<file path="src/rtl/dm_port_arbiter.sv">
// dm_port_arbiter: shares the data-memory port between core and DMA.
// The core has priority; a bounded starvation counter guarantees DMA a slot.
module dm_port_arbiter #(
  parameter int DMA_SIZE     = 16,
  parameter int DMD_SIZE     = 16,
  parameter int STARVE_LIMIT = 4
) (
  input  logic                clk,
  input  logic                reset,
  input  logic                ps_dm_cslt,
  input  logic                ps_dm_wrb,
  input  logic [DMA_SIZE-1:0] dg_dm_add,
  input  logic [DMD_SIZE-1:0] bc_dt,
  input  logic                dma_req,
  input  logic                dma_wrb,
  input  logic [DMA_SIZE-1:0] dma_add,
  input  logic [DMD_SIZE-1:0] dma_wdt,
  input  logic [DMD_SIZE-1:0] dm_arb_dt,
  output logic                arb_dm_cslt,
  output logic                arb_dm_wrb,
  output logic [DMA_SIZE-1:0] arb_dm_add,
  output logic [DMD_SIZE-1:0] arb_dm_dt,
  output logic                arb_ps_stall,
  output logic                dma_ack,
  output logic                dma_rvld,
  output logic [DMD_SIZE-1:0] dma_rdt
);

  localparam int CW =
    (STARVE_LIMIT < 1) ? 1 : $clog2(STARVE_LIMIT + 1);
  localparam logic [CW-1:0] LIMIT = CW'(STARVE_LIMIT);

  logic [CW-1:0] wcnt;
  logic          rtn_dma;
  logic          starved;
  logic          gnt_core;
  logic          gnt_dma;

  // Grant decision: core wins unless a pending DMA has waited long enough.
  always_comb begin
    starved  = dma_req & (wcnt >= LIMIT);
    gnt_core = 1'b0;
    gnt_dma  = 1'b0;
    if (!reset) begin
      gnt_core = ps_dm_cslt & ~starved;
      gnt_dma  = dma_req & ~gnt_core;
    end
  end

  // Memory command mux and handshakes; nothing leaks out during reset.
  always_comb begin
    arb_dm_cslt  = 1'b0;
    arb_dm_wrb   = 1'b0;
    arb_dm_add   = '0;
    arb_dm_dt    = '0;
    unique case (1'b1)
      gnt_core: begin
        arb_dm_cslt = 1'b1;
        arb_dm_wrb  = ps_dm_wrb;
        arb_dm_add  = dg_dm_add;
        arb_dm_dt   = bc_dt;
      end
      gnt_dma: begin
        arb_dm_cslt = 1'b1;
        arb_dm_wrb  = dma_wrb;
        arb_dm_add  = dma_add;
        arb_dm_dt   = dma_wdt;
      end
      default: ;
    endcase
    dma_ack      = gnt_dma;
    arb_ps_stall = ps_dm_cslt & gnt_dma;
    dma_rvld     = rtn_dma & ~reset;
    dma_rdt      = dma_rvld ? dm_arb_dt : '0;
  end

  // Starvation counter and read-return tracking.
  always_ff @(posedge clk) begin
    if (reset || gnt_dma || !dma_req) begin
      wcnt <= '0;
    end else if (wcnt != LIMIT) begin
      wcnt <= wcnt + CW'(1);
    end
    if (reset) begin
      rtn_dma <= 1'b0;
    end else begin
      rtn_dma <= gnt_dma & ~dma_wrb;
    end
  end

endmodule

</file>
<file path="config.mk">
export PLATFORM = sky130hd
export DESIGN_NAME = dm_port_arbiter
export DESIGN_NICKNAME = d
export VERILOG_FILES = /design/src/rtl/dm_port_arbiter.sv
export SDC_FILE = /design/constraint.sdc
export NUM_CORES = 1
export LEC_CHECK = 0
export ABC_AREA = 0
export CAP_MARGIN = 15
export CORE_UTILIZATION = 30
export CTS_BUF_LIST = sky130_fd_sc_hd__clkbuf_4
export DETAILED_ROUTE_END_ITERATION = 12
export GPL_ROUTABILITY_DRIVEN = 0
export PLACE_DENSITY = 0.94
export SETUP_SLACK_MARGIN = 0.1
export SKIP_CTS_REPAIR_TIMING = 1
export SYNTH_ARGS = -nofsm -noshare
export SYNTH_HDL_FRONTEND = slang
export SYNTH_SLANG_ARGS = --single-unit
</file>
<file path="constraint.sdc">
create_clock -name clk -period 3.2 [get_ports clk]
set_input_delay 0.96 -clock clk [delete_from_list [all_inputs] [get_ports clk]]
set_output_delay 0.96 -clock clk [all_outputs]
set_load 0.03 [all_outputs]
</file>
==> impl_metrics.csv <==
group,metric,value,unit
timing,hold_viol_final,0,
global_routing,grt_pass1_wl,6.886,mm
yosys,synth.distinct_cells,17,
critical_path,regToRegSetupSlack,2210,ps
critical_path,r2r_start,"wcnt[2]",
clock_tree,root_buffer,"clkbuf_4",
worst_hold_path,worst_hold_path_type,"reg2reg",
place,dp_hpwl,3.641,mm
finish,syn2layout_area_growth,123.3,%
yosys,yosysSeqAreaShare,0.06730,
finish,final_cells,339,
timing,fmax,0.3431,GHz
floorplanning,io_pins,139,
worst_hold_path,hold_depth,2,
run,maxCapViolCount,0,
critical_path,reg2reg_depth,3,
routing,first_iter_violations,41,
finish,num-nets-final,381,
global_routing,grt_max_degree,31,
floorplanning,num_rows,22,
pwr,p_seq_frac,0.113,
timing,slew_violations,0,
critical_path,critPathLaunchType,"input port",
timing,rsz0062_at_grt,"no",
pwr,power_switching,0.0001730,W
timing,clock_skew,8.285,ps
finish,stdcell_area,2658,µm²
timing,period_needed,2915,ps
timing,worst_slew_pin_slew,250.0,ps
pwr,p_per_area,171.1,nW/µm²
global_routing,grt_pass1_vias,1608,
pwr,p_int,0.0002816,W
pwr,sw_frac_of_total,0.3806,
place,dp_slack,-127.1,ps
finish,antennaDiodeCount,0,
routing,highest_layer,"met4",
critical_path,arrival,1950,ps
global_routing,antenna_found_initial,0,
finish,layout-drive-gt1-share,0.3196,
yosys,syn_avg_cell_area,7.628,µm²
worst_hold_path,hold_end,"wcnt[0]",
clock_tree,cts_tree,"built",
outcome,status,"finished clean",
yosys,syn_inst,156,
floorplanning,dieHeight,64.98,µm
floorplanning,die_area,4222,µm²
pwr,clkPwrFrac,0.144,
yosys,synth.cell_area,1190,µm²
global_routing,grt_usage,0.2056,
routing,first_pass_iters,4,
pwr,combPwrFrac,0.743,
yosys,postSynthNetCount,244,
timing,fin_setup_tns,0,ps
routing,m1WireLength,1.654,mm
global_routing,grt-ovfl-total,0,
pwr,p_leak,1.115,nW
place,dp_cells,336,
routing,wl_per_cell,13.58,µm
clock_tree,cts_sinks,4,
routing,wl_met2,2.331,mm
clock_tree,cts.clk_slew.worst_paths,30,ps
floorplanning,initial_core_util,0.3178,
routing,finalWirelength,4.603,mm
timing,finalSetupViolCount,0,
critical_path,endpoint_kind,"primary output",
clock_tree,htree_levels,1,
place,postPlaceCellArea,2524,µm²
floorplanning,die_w,64.98,µm
clock_tree,worstSkewPairLatency,240,ps
routing,wl_met3,535,µm
clock_tree,cts_buffer_depth,2,
routing,viasPerCell,4.950,
timing,fin_crit_sh,0.9108,
routing,drc,0,
routing,ant_nets,0,
clock_tree,cts_buffers,3,
yosys,synth_seq_cells,4,
critical_path,worstPathRequired,2240,ps
worst_hold_path,min_from,"wcnt[0]",
timing,max_slew_margin,0.8334,
floorplanning,design.core.area,3744,µm²
yosys,yosys_warnings,0,
finish,fill_cells,311,
timing,postLayoutSetupSlackWorst,285.3,ps
place,buffer_ports.inserted,138,
routing,vias,1678,
critical_path,r2r-end,"wcnt[0]",
critical_path,critPathKind,"in2out",
critical_path,crit_fanout,1,
pwr,vdd_drop_max,0.0001250,V
pwr,p_total,0.0004547,W
[worst max-delay path by stage]
stage / startpoint / endpoint / slack [ps] / cells past startpoint
after floorplan: ps_dm_cslt / arb_dm_dt[1] / 80 / 4
after detailed placement: dma_req / arb_dm_add[7] / -130 / 5
after global placement: dma_req / arb_dm_dt[9] / -50 / 5
after global routing: dma_wrb / arb_dm_wrb / 230 / 4
after CTS: dma_req / arb_dm_add[7] / -130 / 5
final: dma_add[9] / arb_dm_add[9] / 290 / 4
[synthesized netlist by cell type]
library cell / instances / area (µm²)
a21bo_2: 1 / 10.01
and2_1: 16 / 100.1
and3_1: 4 / 25.02
buf_2: 7 / 35.03
buf_6: 6 / 67.56
clkbuf_1: 6 / 22.52
dfxtp_1: 4 / 80.08
ha_1: 2 / 25.02
inv_1: 3 / 11.26
nand2b_1: 67 / 419.2
nor2_1: 3 / 11.26
nor2b_1: 1 / 6.260
nor2b_2: 1 / 8.760
nor2b_4: 1 / 13.76
nor3_1: 1 / 5.000
o32ai_1: 25 / 219.0
o32ai_2: 8 / 130.1
[layer usage]
layer	up-vias	track usage
li1	823	-
met4	0	0.07222
met2	105	0.3932
met3	8	0.07042
met5	-	0
met1	742	0.2008
[placed cells by master (no fill, tap or decap)]
cell type        instances
nor2_1                   3
o32ai_1                 13
a21bo_4                  1
inv_2                    1
ha_1                     2
buf_12                   3
nor3_1                   1
nor2b_2                  1
buf_4                   58
inv_1                    2
buf_8                    1
o32ai_2                 20
and2_1                  16
buf_6                    4
dlymetal6s2s_1           3
clkbuf_4                 3
and3_1                   4
dfxtp_1                  4
clkdlybuf4s50_1         82
nand2b_1                67
nor2b_1                  1
nor2b_4                  1
[state kept, by name, indices dropped and copies added (netlist names)]
register,count
wcnt,3
rtn_dma,1
[worst max-delay path, stage by stage]
cell and delay (ps):
clkdlybuf4s50_1 460, nand2b_1 80, o32ai_2 250, buf_4 210
[logic make-up after synthesis]
logic type,Yosys count,share of synthesized area
simple gates,94,0.4953
flops,4,0.06730
fa+ha+maj,2,0.02103
compound gates,34,0.3018
buf+inv,22,0.1146
[layout make-up]
class / instances / area (µm²) / area share
Multi-Input combinational cell: 130 / 1070 / 0.4025
Timing Repair Buffer: 151 / 1414 / 0.5320
Clock buffer: 3 / 22.52 / 0.008475
Tap cell: 48 / 60.06 / 0.02260
Sequential cell: 4 / 80.08 / 0.03013
Inverter: 3 / 11.26 / 0.004237
[power groups by stage]
stage | Sequential, W | Clock (W) | Combinational, W
after floorplan | 0.0000522 | 0 | 0.000156
after CTS | 0.0000515 | 0.0000697 | 0.000325
after detailed placement | 0.0000523 | 0 | 0.000325
final | 0.0000515 | 0.0000654 | 0.000338
after global routing | 0.0000516 | 0.0000719 | 0.000358
after global placement | 0.0000523 | 0 | 0.000321
[per-stage QoR]
| stage | utilization | hold WS, ps |
|---|---|---|
| finish | 0.7099 | 532.0 |
| detailed placement | 0.6741 | 529.1 |
| global placement | 0.6741 | 514.8 |
| CTS | 0.6801 | 540.3 |
| global route | 0.7099 | 597.3 |
| floorplan | - | 501.7 |
Power figures use the tool's default switching activity.
